**src/rtl/scmips_periph_pkg.sv**
```systemverilog
// Shared definitions for the SCMIPS peripheral controller: register map,
// TCON bit positions and the active-low hex-to-7-segment table.
package scmips_periph_pkg;

  typedef logic [4:0] reg_off_t;

  localparam reg_off_t OFF_TH      = 5'h00;
  localparam reg_off_t OFF_TL      = 5'h04;
  localparam reg_off_t OFF_TCON    = 5'h08;
  localparam reg_off_t OFF_LED     = 5'h0C;
  localparam reg_off_t OFF_SW      = 5'h10;
  localparam reg_off_t OFF_DIGI    = 5'h14;
  localparam reg_off_t OFF_SYSTICK = 5'h18;

  // One past the last mapped byte offset of the register window.
  localparam logic [31:0] WINDOW_BYTES = 32'h0000_001C;

  localparam int unsigned TCON_EN = 0;
  localparam int unsigned TCON_IE = 1;
  localparam int unsigned TCON_ST = 2;

  // Segment bit order {g,f,e,d,c,b,a}, active-low.
  typedef logic [6:0] seg7_t;

  localparam seg7_t SEG7_TABLE [16] = '{
    7'b1000000, 7'b1111001, 7'b0100100, 7'b0110000,
    7'b0011001, 7'b0010010, 7'b0000010, 7'b1111000,
    7'b0000000, 7'b0010000, 7'b0001000, 7'b0000011,
    7'b1000110, 7'b0100001, 7'b0000110, 7'b0001110
  };

  function automatic seg7_t hex_to_seg7(input logic [3:0] hex);
    return SEG7_TABLE[hex];
  endfunction

endpackage

```
**src/rtl/scmips_periph_ctrl_seg7_decode.sv**
```systemverilog
// Single hex digit to active-low 7-segment pattern.
module seg7_decode
  import scmips_periph_pkg::*;
(
  input  logic [3:0] hex,
  output seg7_t      seg
);

  assign seg = hex_to_seg7(hex);

endmodule

```
**src/rtl/scmips_periph_ctrl.sv**
```systemverilog
// Memory-mapped peripheral controller for SCMIPS: switches, LEDs, four
// 7-segment digits and an interval timer with IRQ. Optional free-running
// SYSTICK counter is enabled by defining SCMIPS_SYSTICK_EN.
module scmips_periph_ctrl
  import scmips_periph_pkg::*;
#(
  parameter logic [31:0] BASE_ADDR = 32'h4000_0000,
  parameter int unsigned TIMER_DIV = 1
) (
  input  logic        sysclk,
  input  logic        reset,
  input  logic [31:0] mem_addr,
  input  logic        mem_rd,
  input  logic        mem_wr,
  input  logic [31:0] mem_wdata,
  output logic [31:0] mem_rdata,
  input  logic [7:0]  switch,
  output logic [7:0]  led,
  output logic [6:0]  digi_out1,
  output logic [6:0]  digi_out2,
  output logic [6:0]  digi_out3,
  output logic [6:0]  digi_out4,
  output logic        irq
);

  localparam logic [31:0] DIV_LAST  = 32'(TIMER_DIV - 1);
  localparam logic [31:0] BASE_WORD = BASE_ADDR & 32'hFFFF_FFFC;

  logic [31:0] th;
  logic [31:0] tl;
  logic [2:0]  tcon;
  logic [7:0]  led_reg;
  logic [15:0] digi;
  logic [31:0] presc;
  logic [7:0]  sw_meta;
  logic [7:0]  sw_sync;
  logic [31:0] systick_val;

  logic [31:0] rel;
  logic        hit;
  reg_off_t    off;
  logic        wr_hit;
  logic        tick;
  logic        tl_full;
  logic        wr_tl;
  logic        ovf_set;

  // Byte-lane bits are dropped before the window compare.
  assign rel    = (mem_addr & 32'hFFFF_FFFC) - BASE_WORD;
  assign hit    = (rel < WINDOW_BYTES);
  assign off    = rel[4:0];
  assign wr_hit = mem_wr && hit;

  assign tick    = tcon[TCON_EN] && (presc == DIV_LAST);
  assign tl_full = (tl == '1);
  assign wr_tl   = wr_hit && (off == OFF_TL);
  // A CPU write to TL in the same cycle discards the overflow entirely.
  assign ovf_set = tick && tl_full && tcon[TCON_IE] && !wr_tl;

  always_ff @(posedge sysclk) begin
    if (reset) begin
      th      <= '0;
      tl      <= '0;
      tcon    <= '0;
      led_reg <= '0;
      digi    <= '0;
      presc   <= '0;
      sw_meta <= '0;
      sw_sync <= '0;
    end else begin
      sw_meta <= switch;
      sw_sync <= sw_meta;

      if (tcon[TCON_EN]) presc <= tick ? '0 : presc + 32'd1;

      if (wr_tl)     tl <= mem_wdata;
      else if (tick) tl <= tl_full ? th : tl + 32'd1;

      if (wr_hit && off == OFF_TH)   th      <= mem_wdata;
      if (wr_hit && off == OFF_LED)  led_reg <= mem_wdata[7:0];
      if (wr_hit && off == OFF_DIGI) digi    <= mem_wdata[15:0];

      if (wr_hit && off == OFF_TCON) begin
        tcon[TCON_EN] <= mem_wdata[TCON_EN];
        tcon[TCON_IE] <= mem_wdata[TCON_IE];
        tcon[TCON_ST] <= mem_wdata[TCON_ST] | ovf_set;
      end else if (ovf_set) begin
        tcon[TCON_ST] <= 1'b1;
      end
    end
  end

`ifdef SCMIPS_SYSTICK_EN
  logic [31:0] systick;

  always_ff @(posedge sysclk) begin
    if (reset) systick <= '0;
    else       systick <= systick + 32'd1;
  end

  assign systick_val = systick;
`else
  assign systick_val = '0;
`endif

  always_comb begin
    mem_rdata = '0;
    if (mem_rd && hit) begin
      case (off)
        OFF_TH:      mem_rdata = th;
        OFF_TL:      mem_rdata = tl;
        OFF_TCON:    mem_rdata = {29'd0, tcon};
        OFF_LED:     mem_rdata = {24'd0, led_reg};
        OFF_SW:      mem_rdata = {24'd0, sw_sync};
        OFF_DIGI:    mem_rdata = {16'd0, digi};
        OFF_SYSTICK: mem_rdata = systick_val;
        default:     mem_rdata = '0;
      endcase
    end
  end

  assign led = led_reg;
  assign irq = tcon[TCON_ST] & tcon[TCON_IE];

  seg7_decode u_dig1 (.hex(digi[3:0]),   .seg(digi_out1));
  seg7_decode u_dig2 (.hex(digi[7:4]),   .seg(digi_out2));
  seg7_decode u_dig3 (.hex(digi[11:8]),  .seg(digi_out3));
  seg7_decode u_dig4 (.hex(digi[15:12]), .seg(digi_out4));

endmodule

```
**config.mk**
```make
export PLATFORM = sky130hd
export DESIGN_NAME = scmips_periph_ctrl
export DESIGN_NICKNAME = d
export VERILOG_FILES = /design/src/rtl/scmips_periph_pkg.sv /design/src/rtl/scmips_periph_ctrl_seg7_decode.sv /design/src/rtl/scmips_periph_ctrl.sv
export SDC_FILE = /design/constraint.sdc
export NUM_CORES = 1
export LEC_CHECK = 0
export ABC_AREA = 1
export CORE_ASPECT_RATIO = 1.5
export CORE_MARGIN = 3
export CORE_UTILIZATION = 40
export DETAILED_ROUTE_END_ITERATION = 6
export GPL_ROUTABILITY_DRIVEN = 0
export PLACE_DENSITY = 0.68
export SYNTH_ARGS = -nofsm -noshare
export SYNTH_HDL_FRONTEND = slang
export SYNTH_HIERARCHICAL = 1
export SYNTH_SLANG_ARGS = --single-unit
```
**constraint.sdc**
```tcl
create_clock -name sysclk -period 4.4 [get_ports sysclk]
set_input_delay 0.88 -clock sysclk [delete_from_list [all_inputs] [get_ports sysclk]]
set_output_delay 0.88 -clock sysclk [all_outputs]
set_load 0.01 [all_outputs]
```
==> summary.md <==
| Metric | Value |
|---|---|
| Hold buffers post-CTS | `0` |
| Crit path largest cell delay | `0.60 ns` |
| Worst reg2reg startpoint | `presc[0]$_SDFFE_PP0P_` |
| GRT Total Usage | `23.41%` |
| Post-synth top area cell | `dfxtp_1` |
| Fmax | `248.4 MHz` |
| Post-Syn Area | `9627 µm²` |
| Startpoint types | `primary input` |
| Top cells by area, synth | `dfxtp_1 (29%), nand2_1 (18%), nand3_1 (9.4%)` |
| Post-CTS sizing | `0` |
| CTS buffer count | `17` |
| Post CTS Setup Buffer Count | `0` |
| Final Setup Violations | `0` |
| Final clock skew | `0.007918 ns` |
| Final hold violation count | `0` |
| Library cells used by synthesis | `45` |
| Vias per inst | `5.181` |
| Syn_nets | `1717` |
| Drt total wl | `30.42 mm` |
| Worst VDD drop | `181.6 µV` |
| Place WS | `0.3961 ns` |
| Crit path max fanout | `29` |
| CP max stage cell | `clkdlybuf4s50_1` |
| Initial DRC count | `747` |
| Avg Cell Area, Syn | `5.979 µm²` |
| RSZ-0062 raised after global routing | `false` |
| Clk slew on worst S/H paths | `0.05 ns` |
| Die width | `132.7 µm` |
| Synth Flop Type | `dfxtp_1` |
| Hold Path Depth | `2` |
| Worst Path Arrival | `3.15 ns` |
| # clock sinks | `139` |
| FF-to-FF setup slack | `1.92 ns` |
| Share of cells above drive strength 1 | `5.003%` |
| Seq cells post-synth | `139` |
| Status | `completed` |
| Antenna cell count | `0` |
| Die area | `26000 µm²` |
| Hold_ws | `0.4020 ns` |
| Post-DP HPWL | `23.03 mm` |
| CTS root buf | `clkbuf_16` |
| I/O pins | `145` |
| Gate Count Post-Synth | `1610` |
| Final Cycle Share | `91.48%` |
| Worst Reg-to-Reg Cells | `10` |
| Die H | `196 µm` |
| Delay-heaviest family, CP | `buffers and inverters` |
| PortBufs | `142` |
| Leak | `4.541 nW` |
| CTS tree | `built` |
| Initial antenna violation count | `0` |
| WL/cell | `14.81 µm` |
| Yosys warning count | `6` |
| Biggest registers after layout | `presc (32), th (32), tl (32)` |
| Top-area cell type share of the netlist area | `28.91%` |
| RR Endpoint | `tl[21]$_SDFFE_PP0P_` |
| Tightest Pin Transition | `0.9389 ns` |
| Crit path capture type | `output pin` |
| Async set-reset flop share out of synthesis | `0%` |
| Max-slew violation total from the final report | `0` |
| Starting Density | `41.29%` |
| Sequential area share after synthesis | `28.91%` |
| Clk buf depth | `2` |
| Hold EP | `sw_sync[5]$_SDFF_PP0_` |
| Vias | `10640` |
| Worst slew margin | `37.18%` |
| CP cell instances | `clkdlybuf4s50_1 -> inv_2 -> nor2_1 -> nor2_1 -> nand2_1 -> nor2_4 -> o211ai_1 -> buf_12 -> a21oi_1 -> clkdlybuf4s50_1` |
| Worst skew pair latency | `0.43 ns` |
| Post-synth EDFFs | `0` |
| Worst Path Buf+Inv | `4` |
| Routed Antenna Nets | `0` |
| Finished Core Util | `50.89%` |
| Final Net Count | `1835` |
| Beginning of the worst hold path | `sw_meta[5]$_SDFF_PP0_` |
| Power Density | `240.8 nW/µm²` |
| First-pass GRT wire length | `49.81 mm` |
| PnR worst setup slack | `0.3748 ns` |
| Total gr overflow | `0` |
| Post-route minimum period | `4.025 ns` |
| # rows | `68` |
| Area delta synth->final | `23.23%` |
| Setup Crit Path Kind | `primary input to output pin` |
| Pin count of the biggest net entering global routing | `61` |
| H-tree depth | `4` |
| DRC errors left | `0` |
| Iteration count of the initial detailed-routing pass | `5` |
| Worst path required time | `3.52 ns` |
| Setup TNS | `0 ns` |
| Vias in the first global route | `10030` |
| Maxcap violations | `0` |
| Core area | `23310 µm²` |
| HP Class | `flip-flop to flip-flop` |
-- final cells by class --
type,count,area [µm²]
inverter,207,778.2
clock inverter,8,121.4
tap,315,394.1
multi-input combinational,1205,5781
timing repair buffer,158,1562
clock buffer,22,444.2
fill,2451,11450
sequential,139,2783
-- tightest hold or removal path: stages (launching register included) --
cell and delay [ns]:
dfxtp_1 0.29, inv_1 0.04, nor2_1 0.03
-- Yosys cell counts (all sizes together) (6+ instances only) --
master / n
nand3b: 11
o22ai: 6
ha: 31
xor2: 7
nand3: 184
nor2: 211
nor3: 25
nand4: 27
buf: 29
nand2: 463
inv: 203
a31oi: 8
a21oi: 111
clkbuf: 30
dfxtp: 139
o21ai: 89
-- metrics by stage --
step / instance area (µm²) / cells / power [mW]
final: 11860 / 2054 / 2.856
after detailed placement: 11300 / 2024 / 1.451
after global placement: 11300 / 2024 / 1.449
after CTS: 11860 / 2054 / 2.880
after floorplan: 9627 / 1610 / 1.348
after global routing: 11860 / 2054 / 2.942
-- metal layers --
metal | part of all wire (%) | track usage, % | wire (µm) | vias up
li1 | - | - | - | 5418
met1 | 39 | 26.02 | 11960 | 4794
met2 | 53 | 44.56 | 15980 | 355
met3 | 5.4 | 3.694 | 1633 | 74
met4 | 2.8 | 8.359 | 855 | 0
met5 | 0 | 0 | 0 | -
-- power breakdown --
part	total (mW)	internal, mW	switching, mW
clock network	1.43	0.882	0.550
logic	0.156	0.0762	0.0803
registers	1.27	1.27	0.00181
total	2.86	2.22	0.632
-- worst max-delay path by stage --
stage / from / endpoint / slack, ns / cells after the start
5_1_grt: mem_addr[4] / mem_rdata[31] / 0.23 / 10
4_1_cts: mem_addr[4] / mem_rdata[31] / 0.41 / 10
6_report: mem_addr[4] / mem_rdata[16] / 0.37 / 10
3_5_place_dp: mem_addr[4] / mem_rdata[31] / 0.40 / 10
2_1_floorplan: mem_addr[21] / mem_rdata[16] / 1.44 / 9
3_3_place_gp: mem_addr[4] / mem_rdata[31] / 0.42 / 10
-- cell usage in the layout, fill, tap and decap left out, drive strengths merged --
cell type	n
nand2	463
nor2	211
inv	203
nand3	184
clkdlybuf4s50	141
dfxtp	139
a21oi	111
o21ai	89
ha	31
nand4	27
nor3	25
clkbuf	22
buf	17
nand3b	11
a31oi	8
clkinv	8
xor2	7
o22ai	6
a221oi	5
xnor2	5
o21bai	5
nor3b	3
o31ai	3
bufinv	3
a22oi	2
a211oi	2
a2111oi	2
o211ai	1
a41oi	1
and3	1
nor4	1
or2	1
clkinvlp	1
-- cell families after synthesis --
family	after synthesis	share of synthesized area [%]
and+or+nand+nor	927	41.50
DFF	139	28.91
xor gates and xnor gates	12	1.092
adders and majority gates	31	4.029
AOI/OAI and AO/OA	235	13.40
buffers and inverters	266	11.07
Power figures use the tool's default switching activity.
